[src/rtl/carry_select_adder_pipe.sv]
// Two-stage pipelined carry-select adder/subtractor with valid/ready on both sides.
// Stage 1 holds the per-block speculative sums; stage 2 resolves the carry-select chain.
module carry_select_adder_pipe #(
    parameter int WIDTH = 16,
    parameter int BLK   = 4
) (
    input  logic             clk,
    input  logic             rst,
    input  logic             InValid,
    output logic             InReady,
    input  logic [WIDTH-1:0] A,
    input  logic [WIDTH-1:0] B,
    input  logic             Cin,
    input  logic             Sub,
    output logic             OutValid,
    input  logic             OutReady,
    output logic [WIDTH-1:0] Sum,
    output logic             Cout,
    output logic             Ovf
);

    localparam int NBLK = WIDTH / BLK;

    // Handshake
    logic ready1;
    logic ready2;
    logic in_fire;

    // Stage-1 combinational results
    logic [WIDTH-1:0]             b_eff;
    logic                         c0;
    logic [BLK-1:0]               lo_sum_d;
    logic                         lo_c_d;
    logic [NBLK-1:1][BLK-1:0]     hi_sum0_d;
    logic [NBLK-1:1][BLK-1:0]     hi_sum1_d;
    logic [NBLK-1:1]              hi_c0_d;
    logic [NBLK-1:1]              hi_c1_d;

    // Stage-1 registers
    logic                         v1;
    logic [BLK-1:0]               lo_sum_q;
    logic                         lo_c_q;
    logic [NBLK-1:1][BLK-1:0]     hi_sum0_q;
    logic [NBLK-1:1][BLK-1:0]     hi_sum1_q;
    logic [NBLK-1:1]              hi_c0_q;
    logic [NBLK-1:1]              hi_c1_q;
    logic                         a_msb_q;
    logic                         b_msb_q;

    // Stage-2 combinational results
    logic [WIDTH-1:0]             sel_sum;
    logic                         carry;
    logic                         sel_ovf;

    assign ready2  = !OutValid || OutReady;
    assign ready1  = !v1 || ready2;
    assign InReady = ready1 && !rst;
    assign in_fire = InValid && InReady;

    // Subtraction is A + ~B + 1, so Cin is ignored in that mode.
    assign b_eff = Sub ? ~B : B;
    assign c0    = Sub ? 1'b1 : Cin;

    for (genvar k = 0; k < NBLK; k++) begin : g_blk
        if (k == 0) begin : g_lo
            logic [BLK:0] r;
            assign r        = {1'b0, A[BLK-1:0]} + {1'b0, b_eff[BLK-1:0]} + {{BLK{1'b0}}, c0};
            assign lo_sum_d = r[BLK-1:0];
            assign lo_c_d   = r[BLK];
        end else begin : g_hi
            logic [BLK:0] r0;
            logic [BLK:0] r1;
            assign r0 = {1'b0, A[k*BLK +: BLK]} + {1'b0, b_eff[k*BLK +: BLK]};
            assign r1 = {1'b0, A[k*BLK +: BLK]} + {1'b0, b_eff[k*BLK +: BLK]} + {{BLK{1'b0}}, 1'b1};
            assign hi_sum0_d[k] = r0[BLK-1:0];
            assign hi_c0_d[k]   = r0[BLK];
            assign hi_sum1_d[k] = r1[BLK-1:0];
            assign hi_c1_d[k]   = r1[BLK];
        end
    end

    // NOTE: sequential state uses non-blocking assignments so every register
    // samples pre-edge values regardless of block evaluation order.
    always_ff @(posedge clk or posedge rst) begin
        if (rst) begin
            // NOTE: the data registers are cleared too, not just the valid bit, so
            // the flop contents after reset are deterministic.
            v1        <= 1'b0;
            lo_sum_q  <= '0;
            lo_c_q    <= 1'b0;
            hi_sum0_q <= '0;
            hi_sum1_q <= '0;
            hi_c0_q   <= '0;
            hi_c1_q   <= '0;
            a_msb_q   <= 1'b0;
            b_msb_q   <= 1'b0;
        end else if (ready1) begin
            v1 <= in_fire;
            if (in_fire) begin
                lo_sum_q  <= lo_sum_d;
                lo_c_q    <= lo_c_d;
                hi_sum0_q <= hi_sum0_d;
                hi_sum1_q <= hi_sum1_d;
                hi_c0_q   <= hi_c0_d;
                hi_c1_q   <= hi_c1_d;
                a_msb_q   <= A[WIDTH-1];
                b_msb_q   <= b_eff[WIDTH-1];
            end
        end
    end

    // Carry ripples block-by-block through the select muxes only.
    always_comb begin
        // NOTE: every output of this block gets a default first so no latch is inferred.
        sel_sum            = '0;
        carry              = lo_c_q;
        sel_sum[BLK-1:0]   = lo_sum_q;
        for (int k = 1; k < NBLK; k++) begin
            sel_sum[k*BLK +: BLK] = carry ? hi_sum1_q[k] : hi_sum0_q[k];
            carry                 = carry ? hi_c1_q[k]   : hi_c0_q[k];
        end
        sel_ovf = (a_msb_q == b_msb_q) && (sel_sum[WIDTH-1] != a_msb_q);
    end

    always_ff @(posedge clk or posedge rst) begin
        if (rst) begin
            OutValid <= 1'b0;
            Sum      <= '0;
            Cout     <= 1'b0;
            Ovf      <= 1'b0;
        end else if (ready2) begin
            OutValid <= v1;
            if (v1) begin
                Sum  <= sel_sum;
                Cout <= carry;
                Ovf  <= sel_ovf;
            end
        end
    end

endmodule

[config.mk]
export PLATFORM = sky130hd
export DESIGN_NAME = carry_select_adder_pipe
export DESIGN_NICKNAME = d
export VERILOG_FILES = /design/src/rtl/carry_select_adder_pipe.sv
export SDC_FILE = /design/constraint.sdc
export NUM_CORES = 1
export LEC_CHECK = 0
export BUFFER_PORTS_ARGS = -buffer_cell sky130_fd_sc_hd__buf_4
export CORE_MARGIN = 1
export CORE_UTILIZATION = 40
export CTS_CLUSTER_DIAMETER = 200
export CTS_CLUSTER_SIZE = 20
export DETAILED_ROUTE_END_ITERATION = 8
export GPL_TIMING_DRIVEN = 0
export SETUP_SLACK_MARGIN = 0.15
export SLEW_MARGIN = 20
export SYNTH_ARGS = -nofsm -noshare
export SYNTH_HDL_FRONTEND = slang
export SYNTH_SLANG_ARGS = --single-unit
[constraint.sdc]
create_clock -name clk -period 4.6 [get_ports clk]
set_input_delay 0.92 -clock clk [delete_from_list [all_inputs] [get_ports clk]]
set_output_delay 0.92 -clock clk [all_outputs]
set_load 0.01 [all_outputs]
==> impl_metrics.ini <==
[placed_design]
gp_congestion = 0.750
io_buffer_count = 56
place_area_um2 = 3780
post-place-ws_ps = 985
dp_hpwl_um = 5180
placedCellCount = 472

[yosys]
ys_seq_elements = 57
synth_nets = 375
syn_area_um2 = 3210
syn_avg_cell_area_um2 = 10.2
synth_edf_count = 0
yosysUniqueCellTypes = 35
async_flop_share = 1.00
synthFlopType = dfrtp_1
synthCells = 313
ys_warn_count = 0
seq_area_frac_synth = 0.445

[floorplanning]
rows = 32
die_h_um = 91.6
ios = 58
start_util = 0.415
dieArea_um2 = 8380
core_area_um2 = 7730
die_w_um = 91.6

[clock_network]
cts_tree = yes
post_cts_resized = 0
numCtsBuffers = 9
cts.clk_slew.worst_paths_ps = 70
htreeDepth = 3
clk_latency_ps = 340
post-cts-setup-buffers = 0
cts_root_buf = clkbuf_8
cts.sinks = 57
cts_hold_buf = 0
clockBufferDepth = 2

[timing]
maxSlewViolCount = 0
slew_headroom = 0.545
grt_setup_unrepaired = false
fin_hold_ws_ps = 471
fin_skew_ps = 8.88
worstMarginPinSlew_ps = 682
hold_viol_final = 0
setup_viol = 0
fmax_ghz = 0.309
fin_tns_setup_ps = 0
finalCritPeriodShare = 0.704
worst_slack_ps = 1360
finalCriticalPeriod_ps = 3240

[power]
power.share.sequential = 0.393
netSwitchingPower_uw = 607
total_leakage_power_uw = 0.00199
share_comb_of_total_power = 0.329
ir_worst_vdd_mv = 0.188
power_density_nw_per_um2 = 473
power_frac_clock = 0.278
p_int_uw = 1290
switching_share = 0.320

[worst_setup_path]
crit_path_start_kind = input pin
crit_top_cell = ha_1
cp_cell_sequence = clkbuf_1 > buf_2 > xor2_1 > ha_1 > fa_1 > ha_1 > nand2_1 > o31a_1 > o31ai_1
crit_type = in2reg
worst_setup_path_end_kind = flip-flop
cp.arrival_ps = 3470
cp_slowest_stage_delay_ps = 550
critical_path_peak_fanout = 10
cp.required_ps = 4840
crit_path_top_delay_cell = fa_1

[grt]
top_usage_layer = met2
use_met3 = 0.0302
grt_overflow = 0
antenna_found_initial = 0
grt_use_met1 = 0.229
grt.total_usage = 0.177
grt_max_degree = 43
grt_use_met2 = 0.297
grt_pass1_vias = 2439
grt_pass1_wl_um = 11400

[routing]
postRouteAntennaNets = 0
drt_first_pass_iters = 4
avgRoutedWirePerCell_um = 14.0
first_iter_violations = 66
drt_wl_total_um = 6830
viasPerCell = 4.96
via_count = 2419
drc = 0

[finish]
multi_input_area_um2 = 1690
drive_above_1_share = 0.236
stdcell_count = 488
diodes = 0
area.growth.synth_to_final_pct = 24.8
final_area_um2 = 4010
seqCellArea_um2 = 1430
fill_cells = 745
nets = 443

[worst_hold_path]
hp-class = reg2reg

[run]
maxCapViolCount = 0

[status]
status = finished clean
-- cells by family (layout without fill, tap and decap cells) --
kind of cell               after synthesis  count (layout)  share of synthesized area
and+or+nand+nor                        105             105                      0.143
DFF                                     57              57                      0.445
AOI/OAI and AO/OA                       50              50                     0.0936
xor gates and xnor gates                28              28                     0.0893
muxes                                   27              27                     0.0956
adders and majority gates               24              24                      0.105
buffers and inverters                   22              95                     0.0289
-- critical path, delay by kind of cell --
family / cells / cell delay, ps
AO/OA/AOI/OAI: 2 / 500
XOR/XNOR: 1 / 110
adder cells (fa/ha/maj): 3 / 940
buffers and inverters: 2 / 920
AND/OR/NAND/NOR: 1 / 80
-- final cells by class --
type	instances	area share
clock inverter	7	0.0256
multi-input combinational	234	0.422
buffer	13	0.0147
clock buffer	9	0.0309
timing repair buffer	57	0.110
inverter	9	0.00906
tap	102	0.0319
sequential	57	0.356
-- power by group through the flow --
stage / sequential, uW / combinational (uW) / clock, uW
finish: 745 / 623 / 528
global placement: 748 / 615 / 0
CTS: 746 / 633 / 538
floorplan: 769 / 375 / 0
detailed placement: 757 / 629 / 0
global route: 767 / 696 / 566
-- state kept, by name (all words and copies together) (netlist names) --
| signal | cells |
|---|---|
| hi_c0_q | 3 |
| Sum | 16 |
| b_msb_q | 1 |
| hi_c1_q | 3 |
| lo_sum_q | 4 |
| Ovf | 1 |
| v1 | 1 |
| a_msb_q | 1 |
| Cout | 1 |
| hi_sum0_q | 12 |
| hi_sum1_q | 12 |
| OutValid | 1 |
| lo_c_q | 1 |
-- cells in the final DEF, fill, tap and decap left out, drive strengths merged, types with 3 or more instances in the layout --
| master | count |
|---|---|
| a21o | 5 |
| a21oi | 9 |
| and2 | 3 |
| and3 | 3 |
| buf | 60 |
| clkbuf | 19 |
| dfrtp | 57 |
| fa | 5 |
| ha | 19 |
| inv | 11 |
| mux2 | 9 |
| mux2i | 18 |
| nand2 | 75 |
| nand2b | 4 |
| nand3 | 8 |
| nor2 | 4 |
| o21a | 4 |
| o21ai | 23 |
| o31ai | 4 |
| xnor2 | 5 |
| xnor3 | 3 |
| xor2 | 20 |
-- layer usage --
metal,vias to the layer above,wire [um]
met1,1161,3210
li1,1202,-
met4,0,89
met5,-,0
met3,10,213
met2,46,3320
-- worst paths after layout --
path                               end         from  slack [ps]  cells past startpoint
max                         hi_c1_q[2]          Sub        1360                      9
min                        lo_sum_q[1]  lo_sum_q[1]         470                      2
max reg2reg                    Sum[14]       lo_c_q        2800                      5
min reg2reg                lo_sum_q[1]  lo_sum_q[1]         470                      2
max in group asynchronous  lo_sum_q[0]          rst        3590                      3
min in group asynchronous       Sum[8]          rst         510                      2
-- cells in the mapped netlist, drive strengths merged, types with 2 or more instances --
library cell / number / area share
a21oi: 9 / 0.014
nand2b: 4 / 0.0078
o31ai: 4 / 0.0094
xor2: 20 / 0.055
xnor2: 5 / 0.014
nor4: 2 / 0.0039
nor2: 4 / 0.0047
or2: 2 / 0.0039
o21ai: 23 / 0.036
ha: 19 / 0.074
o31a: 2 / 0.0055
dfrtp: 57 / 0.44
clkbuf: 10 / 0.012
xnor3: 3 / 0.021
nand2: 75 / 0.088
a21o: 5 / 0.012
mux2i: 18 / 0.064
buf: 3 / 0.0066
nand3: 8 / 0.012
o21a: 4 / 0.0094
inv: 9 / 0.011
and3: 3 / 0.0059
and2: 3 / 0.0059
mux2: 9 / 0.032
fa: 5 / 0.031
-- through the flow --
step                      total power (uW)   util
after CTS                             1920  0.518
after global placement                1360  0.486
after floorplan                       1140      -
after global routing                  2030  0.518
after detailed placement              1390  0.489
final                                 1900  0.518
Note: power is estimated with default switching activity, not from simulation.
